File: src/rtl/instr_issue_ctrl.sv
// Instruction issue controller: a FIFO buffer in front of the DataPath that issues one word per cycle
// and inserts NOP bubbles while the head instruction reads a recently issued destination register.
module instr_issue_ctrl #(
  parameter int DEPTH   = 4,
  parameter int HAZ_WIN = 1
) (
  input  logic        CLK,
  input  logic        RSTn,
  input  logic        in_valid,
  input  logic [31:0] in_instr,
  output logic        in_ready,
  output logic [31:0] instruction,
  output logic        issue_valid,
  output logic [15:0] bubble_cnt,
  output logic        busy
);

  localparam int PTR_W = (DEPTH > 1) ? $clog2(DEPTH) : 1;
  localparam int CNT_W = PTR_W + 1;
  localparam logic [CNT_W-1:0] FULL_CNT = CNT_W'(DEPTH);

  localparam logic [1:0] ST_IDLE   = 2'd0;
  localparam logic [1:0] ST_RUN    = 2'd1;
  localparam logic [1:0] ST_BUBBLE = 2'd2;

  logic [31:0]      r_mem [DEPTH];
  logic [PTR_W-1:0] r_wr_ptr;
  logic [PTR_W-1:0] r_rd_ptr;
  logic [CNT_W-1:0] r_count;
  logic [4:0]       r_hist [HAZ_WIN];
  logic [1:0]       r_state;
  logic [31:0]      r_instruction;
  logic             r_issue_valid;
  logic [15:0]      r_bubble_cnt;

  logic        w_empty;
  logic        w_full;
  logic        w_push;
  logic        w_pop;
  logic        w_stall;
  logic        w_hazard;
  logic [31:0] w_head;
  logic [4:0]  w_rs;
  logic [4:0]  w_rt;
  logic [4:0]  w_head_dst;
  logic [1:0]  w_state_nxt;

  assign w_empty = (r_count == '0);
  assign w_full  = (r_count == FULL_CNT);
  assign w_head  = r_mem[r_rd_ptr];
  assign w_rs    = w_head[25:21];
  assign w_rt    = w_head[20:16];
  // Only R-type words write a register; rd=0 doubles as the "no destination" marker in the history.
  assign w_head_dst = (w_head[31:26] == 6'd0) ? w_head[15:11] : 5'd0;

  // NOTE: every always_comb output gets a default before any condition so no latch can be inferred.
  always_comb begin
    w_hazard = 1'b0;
    for (int i = 0; i < HAZ_WIN; i++) begin
      if (r_hist[i] != 5'd0 && (r_hist[i] == w_rs || r_hist[i] == w_rt)) begin
        w_hazard = 1'b1;
      end
    end
  end

  assign w_stall = !w_empty && w_hazard;
  assign w_pop   = !w_empty && !w_hazard;
  assign w_push  = in_valid && !w_full;

  always_comb begin
    w_state_nxt = ST_RUN;
    if (w_empty) begin
      w_state_nxt = ST_IDLE;
    end else if (w_stall) begin
      w_state_nxt = ST_BUBBLE;
    end
  end

  // NOTE: the storage array has no reset; occupancy and pointers alone decide which entries are live.
  always_ff @(posedge CLK) begin
    if (w_push) begin
      r_mem[r_wr_ptr] <= in_instr;
    end
  end

  // NOTE: sequential state uses non-blocking assignments so every register samples pre-edge values.
  always_ff @(posedge CLK) begin
    if (!RSTn) begin
      r_wr_ptr      <= '0;
      r_rd_ptr      <= '0;
      r_count       <= '0;
      r_state       <= ST_IDLE;
      r_instruction <= 32'h0000_0000;
      r_issue_valid <= 1'b0;
      r_bubble_cnt  <= 16'd0;
      for (int i = 0; i < HAZ_WIN; i++) begin
        r_hist[i] <= 5'd0;
      end
    end else begin
      if (w_push) begin
        r_wr_ptr <= r_wr_ptr + 1'b1;
      end
      if (w_pop) begin
        r_rd_ptr <= r_rd_ptr + 1'b1;
      end
      if (w_push && !w_pop) begin
        r_count <= r_count + 1'b1;
      end else if (w_pop && !w_push) begin
        r_count <= r_count - 1'b1;
      end

      r_state       <= w_state_nxt;
      r_instruction <= w_pop ? w_head : 32'h0000_0000;
      r_issue_valid <= w_pop;

      // A NOP shifts in "none", which is how a bubble ages the hazard out of the window.
      for (int i = HAZ_WIN - 1; i > 0; i--) begin
        r_hist[i] <= r_hist[i-1];
      end
      r_hist[0] <= w_pop ? w_head_dst : 5'd0;

      if (w_stall && r_bubble_cnt != 16'hFFFF) begin
        r_bubble_cnt <= r_bubble_cnt + 16'd1;
      end
    end
  end

  assign in_ready    = !w_full;
  assign instruction = r_instruction;
  assign issue_valid = r_issue_valid;
  assign bubble_cnt  = r_bubble_cnt;
  assign busy        = !w_empty || (r_state != ST_IDLE);

endmodule

File: config.mk
export PLATFORM = sky130hd
export DESIGN_NAME = instr_issue_ctrl
export DESIGN_NICKNAME = d
export VERILOG_FILES = /design/src/rtl/instr_issue_ctrl.sv
export SDC_FILE = /design/constraint.sdc
export NUM_CORES = 1
export LEC_CHECK = 0
export CORE_MARGIN = 2
export CORE_UTILIZATION = 45
export DETAILED_ROUTE_END_ITERATION = 6
export GPL_TIMING_DRIVEN = 0
export PLACE_DENSITY = 0.67
export SYNTH_ARGS = -nofsm -noshare
export SYNTH_HDL_FRONTEND = slang
export SYNTH_SLANG_ARGS = --single-unit
File: constraint.sdc
create_clock -name CLK -period 7.55 [get_ports CLK]
set_input_delay 1.51 -clock CLK [delete_from_list [all_inputs] [get_ports CLK]]
set_output_delay 1.51 -clock CLK [all_outputs]
set_load 0.01 [all_outputs]
# --- Word-level counts from Yosys, hierarchy flattened ---
# Memory sizes are Yosys's and may differ from the RTL's. A register that Yosys moved wholly into a read port is not among the register bits.
# Cells that the tools add are included.
classes:
  addsub: 5
  n_eq_ne: 4
  muxes: 14
  n_bitwise: 1
  n_reduce_logical: 22
ops:
  columns: ["cell", "count"]
  rows:
  - ["adder 16 x 1 -> 16 bit (second input constant)", 1]
  - ["inequality test 16 bit (second input constant)", 1]
  - ["two-way mux 5 bit", 3]
  - ["== test 5 bit", 2]
  - ["logical AND 1 bit", 7]
  - ["logical NOT 6 bit", 1]
  - ["two-way mux 1 bit", 6]
  - ["two-way mux 2 bit", 3]
  - ["two-way mux 3 bit", 2]
  - ["logical NOT 1 bit", 5]
  - ["nonzero test 5 bit", 1]
  - ["OR reduction 5 bit", 1]
  - ["adder 2 x 1 -> 2 bit (second input constant)", 2]
  - ["nonzero test 2 bit", 2]
  - ["adder 3 x 1 -> 3 bit (second input constant)", 1]
  - ["== test 3 bit (second input constant)", 1]
  - ["logical NOT 3 bit", 1]
  - ["subtractor 3 x 1 -> 3 bit (second input constant)", 1]
  - ["logical OR 1 bit", 2]
  - ["AND reduction 2 bit", 1]
  - ["OR reduction 2 bit", 1]
  - ["inverter 1 bit", 1]
word_totals:
  ff_bits: 58
  ram_bits: 133
  out_inout_bits: 51
  mem_count: 2
memory_table:
  columns: ["name", "depth", "word_bits", "read_ports", "rd_ports_with_merged_regs", "wr", "line", "source"]
  rows:
  - ["r_mem", 4, 32, 1, 1, 1, "26", "logic [31:0] r_mem [DEPTH];"]
  - ["r_hist", 1, 5, 1, 0, 1, "30", "logic [4:0] r_hist [HAZ_WIN];"]

# --- Longest topological paths before layout ---
# Gate-level depths: netlist (run 1).
depth:
  word_depth: 9
  depth_mapped: 14
  depth_no_buf: 11

# --- Worst setup path after synthesis (run 1) ---
# OpenSTA, ideal clock, no wires.
synth_path:
  path_kind: "reg2reg"
  from: "register with a tool-made name"
  to: "register r_count[2]"
  setup_ns: 0.072
  arrival_ns: 3.200
  t_required_ns: 7.478
  path_slack_ns: 4.278
  path_stages_with_launch: 15
  n_path_buf: 3
  synth_period_minus_slack_ns: 3.272
  cell_sequence: "dfxtp_1 buf_6 buf_8 mux4_2 xnor2_1 nand4_1 o22a_2 buf_2 nand2_1 ha_1 inv_1 fa_1 xor2_1 or3_1 a21oi_1"
synth_rtl:
  columns: ["item", "line", "source"]
  rows:
  - ["to (signal assigned)", "107", "r_count <= r_count + 1'b1;"]
  - ["to (signal assigned)", "109", "r_count <= r_count - 1'b1;"]
  - ["to (decl)", "29", "logic [CNT_W-1:0] r_count;"]

# --- Final worst setup path (run 1) ---
layout_path:
  from: "register r_count[0]"
  to: "output port busy"
layout_via:
  elab_chain_cells: 3
layout_lines:
  columns: ["item", "line", "source"]
  rows:
  - ["logical NOT 3 bit", "48", "assign w_empty = (r_count == '0);"]
  - ["logical NOT 1 bit", "132", "assign busy = !w_empty || (r_state != ST_IDLE);"]
  - ["logical OR 1 bit", "132", null]
  - ["to (decl)", "15", "output logic busy"]
# Every way passes these cells.

==> results.cfg, run 1 <==
[logic_synthesis]
synth.top_cell.area_share_pct = 53.6
synth_area_leader_cell = edfxtp_1
synth_fa_ha_area_share_pct = 1.33
synth.most_common_cell = edfxtp_1
synthXorXnorAreaFrac_pct = 1.34
syn_avg_cell_area_um2 = 16.5
synth_top_cells_by_area = edfxtp_1, dfxtp_1, mux4_2
synthSimpleGateAreaFrac_pct = 10.0
synthTopCellsByCount = edfxtp_1, dfxtp_1, mux4_2, and2_1, nand2_1
synth_seq_cells = 193
synth_mux_area_share_pct = 11.5
post_synth_num_cell_types = 39
synth_ff_type = edfxtp_1
synth_edf_count = 128
synth_compound_area_share_pct = 2.48
seq_area_frac_synth_pct = 71.8
synth.cell_area_mm2 = 0.00717
synth-async-reset-ratio_pct = 0
synth_top_family_by_area = multiplexers
ys_warn_count = 0
syn_nets = 477
syn_inst = 435

[grt]
grt_first_pass_wirelength_mm = 21.5
grt_max_degree = 33
overflow = 0
antenna_found_initial = 0
grt_pass1_vias = 4076
globalRouteTotalUtil_pct = 17.3

[sta]
tightestPinTransition_ps = 920
fin_crit_sh_pct = 49.1
setup_viol = 0
fin_skew_ps = 17.9
fin_ws_ps = 3840
max_slew_margin_pct = 38.7
rsz0062_at_grt = no
report.final.slew_viol_count = 0
final_hold_viol_count = 0
max_freq_ghz = 0.270
period_needed_ps = 3710
fin_setup_tns_ps = 0

[clock_tree]
root_buffer = clkbuf_16
htreeDepth = 4
post-cts-setup-buffers = 0
clock_latency_ps = 430
clkTransAtPathRegs_ps = 70
cts_sinks = 193
ctsResizeCount = 0
tritoncts = built
clk_path_buf_depth = 2
numCtsBuffers = 17
hold_buffers = 0

[detailed_routing]
route.detailed.drc = 0
drtIter0Drc = 348
ant_nets = 0
first_pass_iters = 4
vias = 3955
totalWireLength_mm = 13.8
post_drt_wl_per_cell_um = 18.0
viasPerCell = 5.15

[layout]
fillers = 1233
final_layout_size_suffix_gt1_share_pct = 14.1
fin_nets = 581
antenna_cells = 0
utilization_pct = 56.6
synthToLayoutAreaGrowth_pct = 24.1

[die]
core_mm2 = 0.0157
die_height_um = 130
ioPinCount = 86
std_cell_rows = 46
die-width_um = 130
dieArea_mm2 = 0.0170
start_util_pct = 45.6

[worst_setup_path]
critPathLaunchType = register
cp.required_ps = 6040
path_cells = or3_1 -> clkbuf_1 -> or3_1 -> clkdlybuf4s50_1
cp_common_cell = or3_1
worstPathMaxFanout = 8
crit_path_top_delay_cell = clkdlybuf4s50_1
worstSetupPathType = reg -> out
endpoint_kind = output port
worstRegToRegCells = 14
slowest_delay_ps = 480
rr_endpoint = r_count[2]
worst_ep_arrival_time_ps = 2200
reg2reg_slack_ps = 3860

[power_and_ir_drop]
ir_drop_mv = 0.181
powerDensity_mw_per_mm2 = 332
p_leak_nw = 2.92

[status]
status = complete, no violations

[placement]
routabilityCongestion = 0.863
dp_hpwl_mm = 8.96
numPortBuffers = 85
pre_cts_ws_ps = 3680

[worst_hold_path]
hold_class = reg -> reg
hold_path_depth = 2
worstHoldStart = bubble_cnt[9]
holdPathEnd = bubble_cnt[9]

[run]
maxCapViolCount = 0
## state kept, by name, indices dropped and copies added (netlist names), named ones only
name         flops
r_mem          128
instruction     32
bubble_cnt      16
r_hist           5
r_count          3
r_rd_ptr         2
r_state          2
r_wr_ptr         2
issue_valid      1
## worst max-delay path, delay by kind of cell (launching register included)
kind	cells	cell delay, ps
buf+inv	2	700
flops	1	370
simple gates	2	710
## placed cells by master (no fill, tap or decap), types with 7 or more instances in the layout
| master | instances |
|---|---|
| a21oi_1 | 13 |
| clkbuf_1 | 11 |
| mux2i_1 | 10 |
| nand2b_1 | 8 |
| clkbuf_16 | 17 |
| o31ai_1 | 7 |
| nor3_1 | 8 |
| and2_1 | 31 |
| clkdlybuf4s50_1 | 85 |
| nand4_1 | 9 |
| xnor2_1 | 9 |
| edfxtp_1 | 128 |
| mux4_2 | 32 |
| dfxtp_1 | 65 |
| nand2_1 | 23 |
| nor2_1 | 21 |
## how the worst max path moves through the flow
stage | end | start | slack, ps | depth (start not counted)
6_report | busy | r_count[0] | 3840 | 4
3_3_place_gp | r_mem[2][5] | in_valid | 3630 | 2
4_1_cts | busy | r_count[0] | 3810 | 4
3_5_place_dp | instruction[4] | RSTn | 3680 | 5
2_1_floorplan | r_count[2] | register | 4280 | 14
5_1_grt | r_count[2] | register | 3600 | 14
## metrics by stage
step | power [W] | instances | instance area, um2 | hold slack [ps]
6_report | 0.00295 | 768 | 8890 | 490
5_1_grt | 0.00309 | 768 | 8890 | 535
4_1_cts | 0.00299 | 768 | 8890 | 490
3_5_place_dp | 0.00208 | 736 | 8290 | 481
3_3_place_gp | 0.00207 | 736 | 8290 | 466
2_1_floorplan | 0.00180 | 435 | 7170 | 445
## cells by family after synthesis
kind of cell,Yosys count
adders and majority gates,7
DFF,193
buffers and inverters,24
and+or+nand+nor,129
AOI/OAI and AO/OA,29
muxes,42
xor gates and xnor gates,11
## report_power, final
| group | internal, W | switching, W | total (W) |
|---|---|---|---|
| combinational | 0.000367 | 0.000358 | 0.000725 |
| sequential | 0.00127 | 0.0000468 | 0.00132 |
| clock | 0.000500 | 0.000406 | 0.000906 |
## final cells by class
cell class | count | area (um2) | area share, %
buffer | 18 | 91.3 | 1.03
clock inverter | 15 | 175 | 1.97
inverter | 6 | 22.5 | 0.253
timing repair buffer | 85 | 851 | 9.57
clock buffer | 17 | 425 | 4.78
sequential | 193 | 5140 | 57.8
tap | 216 | 270 | 3.04
multi-input combinational | 218 | 1910 | 21.5
## metal layers
metal  track usage, %  part of all wire [%]  vias to the layer above  wire length (um)
met5                0                     0                        -                 0
met4             6.51                   1.5                        0               201
met2             29.0                    51                      116              6980
met3             4.80                   5.7                       13               790
li1                 -                     -                     1872                 -
met1             21.6                    42                     1954              5820
Power figures use the tool's default switching activity.
==> run 2: changes to the inputs <==
==> constraint.sdc (replaced) <==
create_clock -name CLK -period 3.5 [get_ports CLK]
set_input_delay 0.7 -clock CLK [delete_from_list [all_inputs] [get_ports CLK]]
set_output_delay 0.7 -clock CLK [all_outputs]
set_load 0.01 [all_outputs]
==> run 2 against run 1 <==
Net effect:
- clock power up 120%
- largest cell class unchanged
- flip-flop and latch count stayed put
- highest routed layer unchanged
- sequential power increased by 120%
- largest power group unchanged
- via count decreased by 0.99%
- register-to-register slack worse by 3600 ps
- setup slack worse by 3600 ps
- critical endpoint is now r_count[2]
- critical path depth rose by 9
==> results.cfg, run 2 (synthesized netlist as in run 1, its figures left out) <==
[layout]
final_common_cell = edfxtp_1
largest_reg_flops = 128
fin_nets = 581
antenna_cells = 0
utilization_pct = 56.7
fillers = 1230
regMostFlops = r_mem
mostFrequentLayoutCells = edfxtp_1, clkdlybuf4s50_1, dfxtp_1, mux4_2, and2_1
final_layout_size_suffix_gt1_share_pct = 14.3
synthToLayoutAreaGrowth_pct = 24.3

[detailed_routing]
first_pass_iters = 4
totalWireLength_mm = 13.7
drtIter0Drc = 358
post_drt_wl_per_cell_um = 17.9
vias = 3916
route.detailed.drc = 0
viasPerCell = 5.10
ant_nets = 0

[worst_setup_path]
cp.required_ps = 3860
worst_ep_arrival_time_ps = 3610
critPathTopFamily = simple AND/OR/NAND/NOR gates
critPathLaunchType = register
reg2reg_slack_ps = 250
crit_path_top_delay_cell = mux4_2
worstPathBufferInverterCount = 3
worstPathMaxFanout = 10
slowest_delay_ps = 560
endpoint_kind = register
worstSetupPathType = reg -> reg
path_cells = buf_6 -> buf_8 -> mux4_2 -> xnor2_1 -> nand4_1 -> o22a_4 -> nand2_4 -> ha_1 -> inv_1 -> fa_1 -> xor2_1 -> or3_1 -> a21oi_1

[die]
ioPinCount = 86
std_cell_rows = 46
start_util_pct = 45.6
dieArea_mm2 = 0.0170
core_mm2 = 0.0157
die_height_um = 130
die-width_um = 130

[status]
status = complete, no violations

[sta]
final_hold_viol_count = 0
fin_crit_sh_pct = 92.8
max_freq_ghz = 0.308
report.final.slew_viol_count = 0
tightestPinTransition_ps = 922
fin_ws_ps = 253
setup_viol = 0
fin_skew_ps = 13.8
rsz0062_at_grt = no
period_needed_ps = 3250
max_slew_margin_pct = 38.5

[clock_tree]
clock_latency_ps = 430
numCtsBuffers = 17
cts_sinks = 193
htreeDepth = 4
clkTransAtPathRegs_ps = 70
root_buffer = clkbuf_16
tritoncts = built
clk_path_buf_depth = 2
hold_buffers = 0

[power_and_ir_drop]
p_leak_nw = 2.92
ir_drop_mv = 0.392
powerDensity_mw_per_mm2 = 715
power.total_w = 0.00638

[placement]
dp_hpwl_mm = 8.96
routabilityCongestion = 0.863
pre_cts_ws_ps = -229
numPortBuffers = 85

[run]
maxCapViolCount = 0

[grt]
grt_pass1_vias = 4067
globalRouteTotalUtil_pct = 17.2
grt_first_pass_wirelength_mm = 21.4
overflow = 0
antenna_found_initial = 0
grt_max_degree = 33

[worst_hold_path]
hold_class = reg -> reg
## run 2: cell counts in the layout (fill, tap and decap cells not counted)
No cell type changed its count.
## run 2: worst paths after layout
kind | depth (start not counted) | start | to
max | 13 | register | r_count[2]
min | 2 | bubble_cnt[9] | bubble_cnt[9]
max reg2reg | 13 | register | r_count[2]
min reg2reg | 2 | bubble_cnt[9] | bubble_cnt[9]
## run 2: final cells by class
type,instances,area [um2],area share (%)
repair buffers,86,858,9.63
well taps,216,270,3.03
inverters,6,22.5,0.253
flip-flops and latches,193,5140,57.7
clock buffers,17,425,4.77
clock inverters,15,175,1.97
plain buffers,17,86.3,0.969
multi-input cells,218,1930,21.6
## run 2: power by group
group          internal [W]  switching (W)
logic              0.000794       0.000777
registers           0.00275       0.000102
clock network       0.00108       0.000879
## run 2: repair_timing
action                                  CTS  global route
cloned                                    0             0
pin swaps                                 0             1
endpoints found under the setup margin    1             1
resized for setup                         2             1
buffers inserted                          0             1
## run 2: per-layer routing
layer	share of wire [%]	global-route usage [%]
met1	43	21.4
met2	51	29.2
met3	4.6	4.76
met4	1.1	6.14
met5	0	0
## run 2: through the flow
step | area [um2] | hold WS [ps] | TNS (ps) | instances
floorplan | 7170 | 445 | 0 | 435
global placement | 8290 | 466 | -132 | 736
detailed placement | 8290 | 481 | -229 | 736
CTS | 8900 | 490 | 0 | 767
global route | 8910 | 535 | 0 | 768
finish | 8910 | 488 | 0 | 768
## run 2: worst reg2reg max path, cell delays in order, from the launching register on
cell,delay (ps)
dfxtp_1,350
buf_6,150
buf_8,170
mux4_2,570
xnor2_1,150
nand4_1,160
o22a_4,270
nand2_4,120
ha_1,190
inv_1,60
fa_1,370
xor2_1,170
or3_1,330
a21oi_1,150
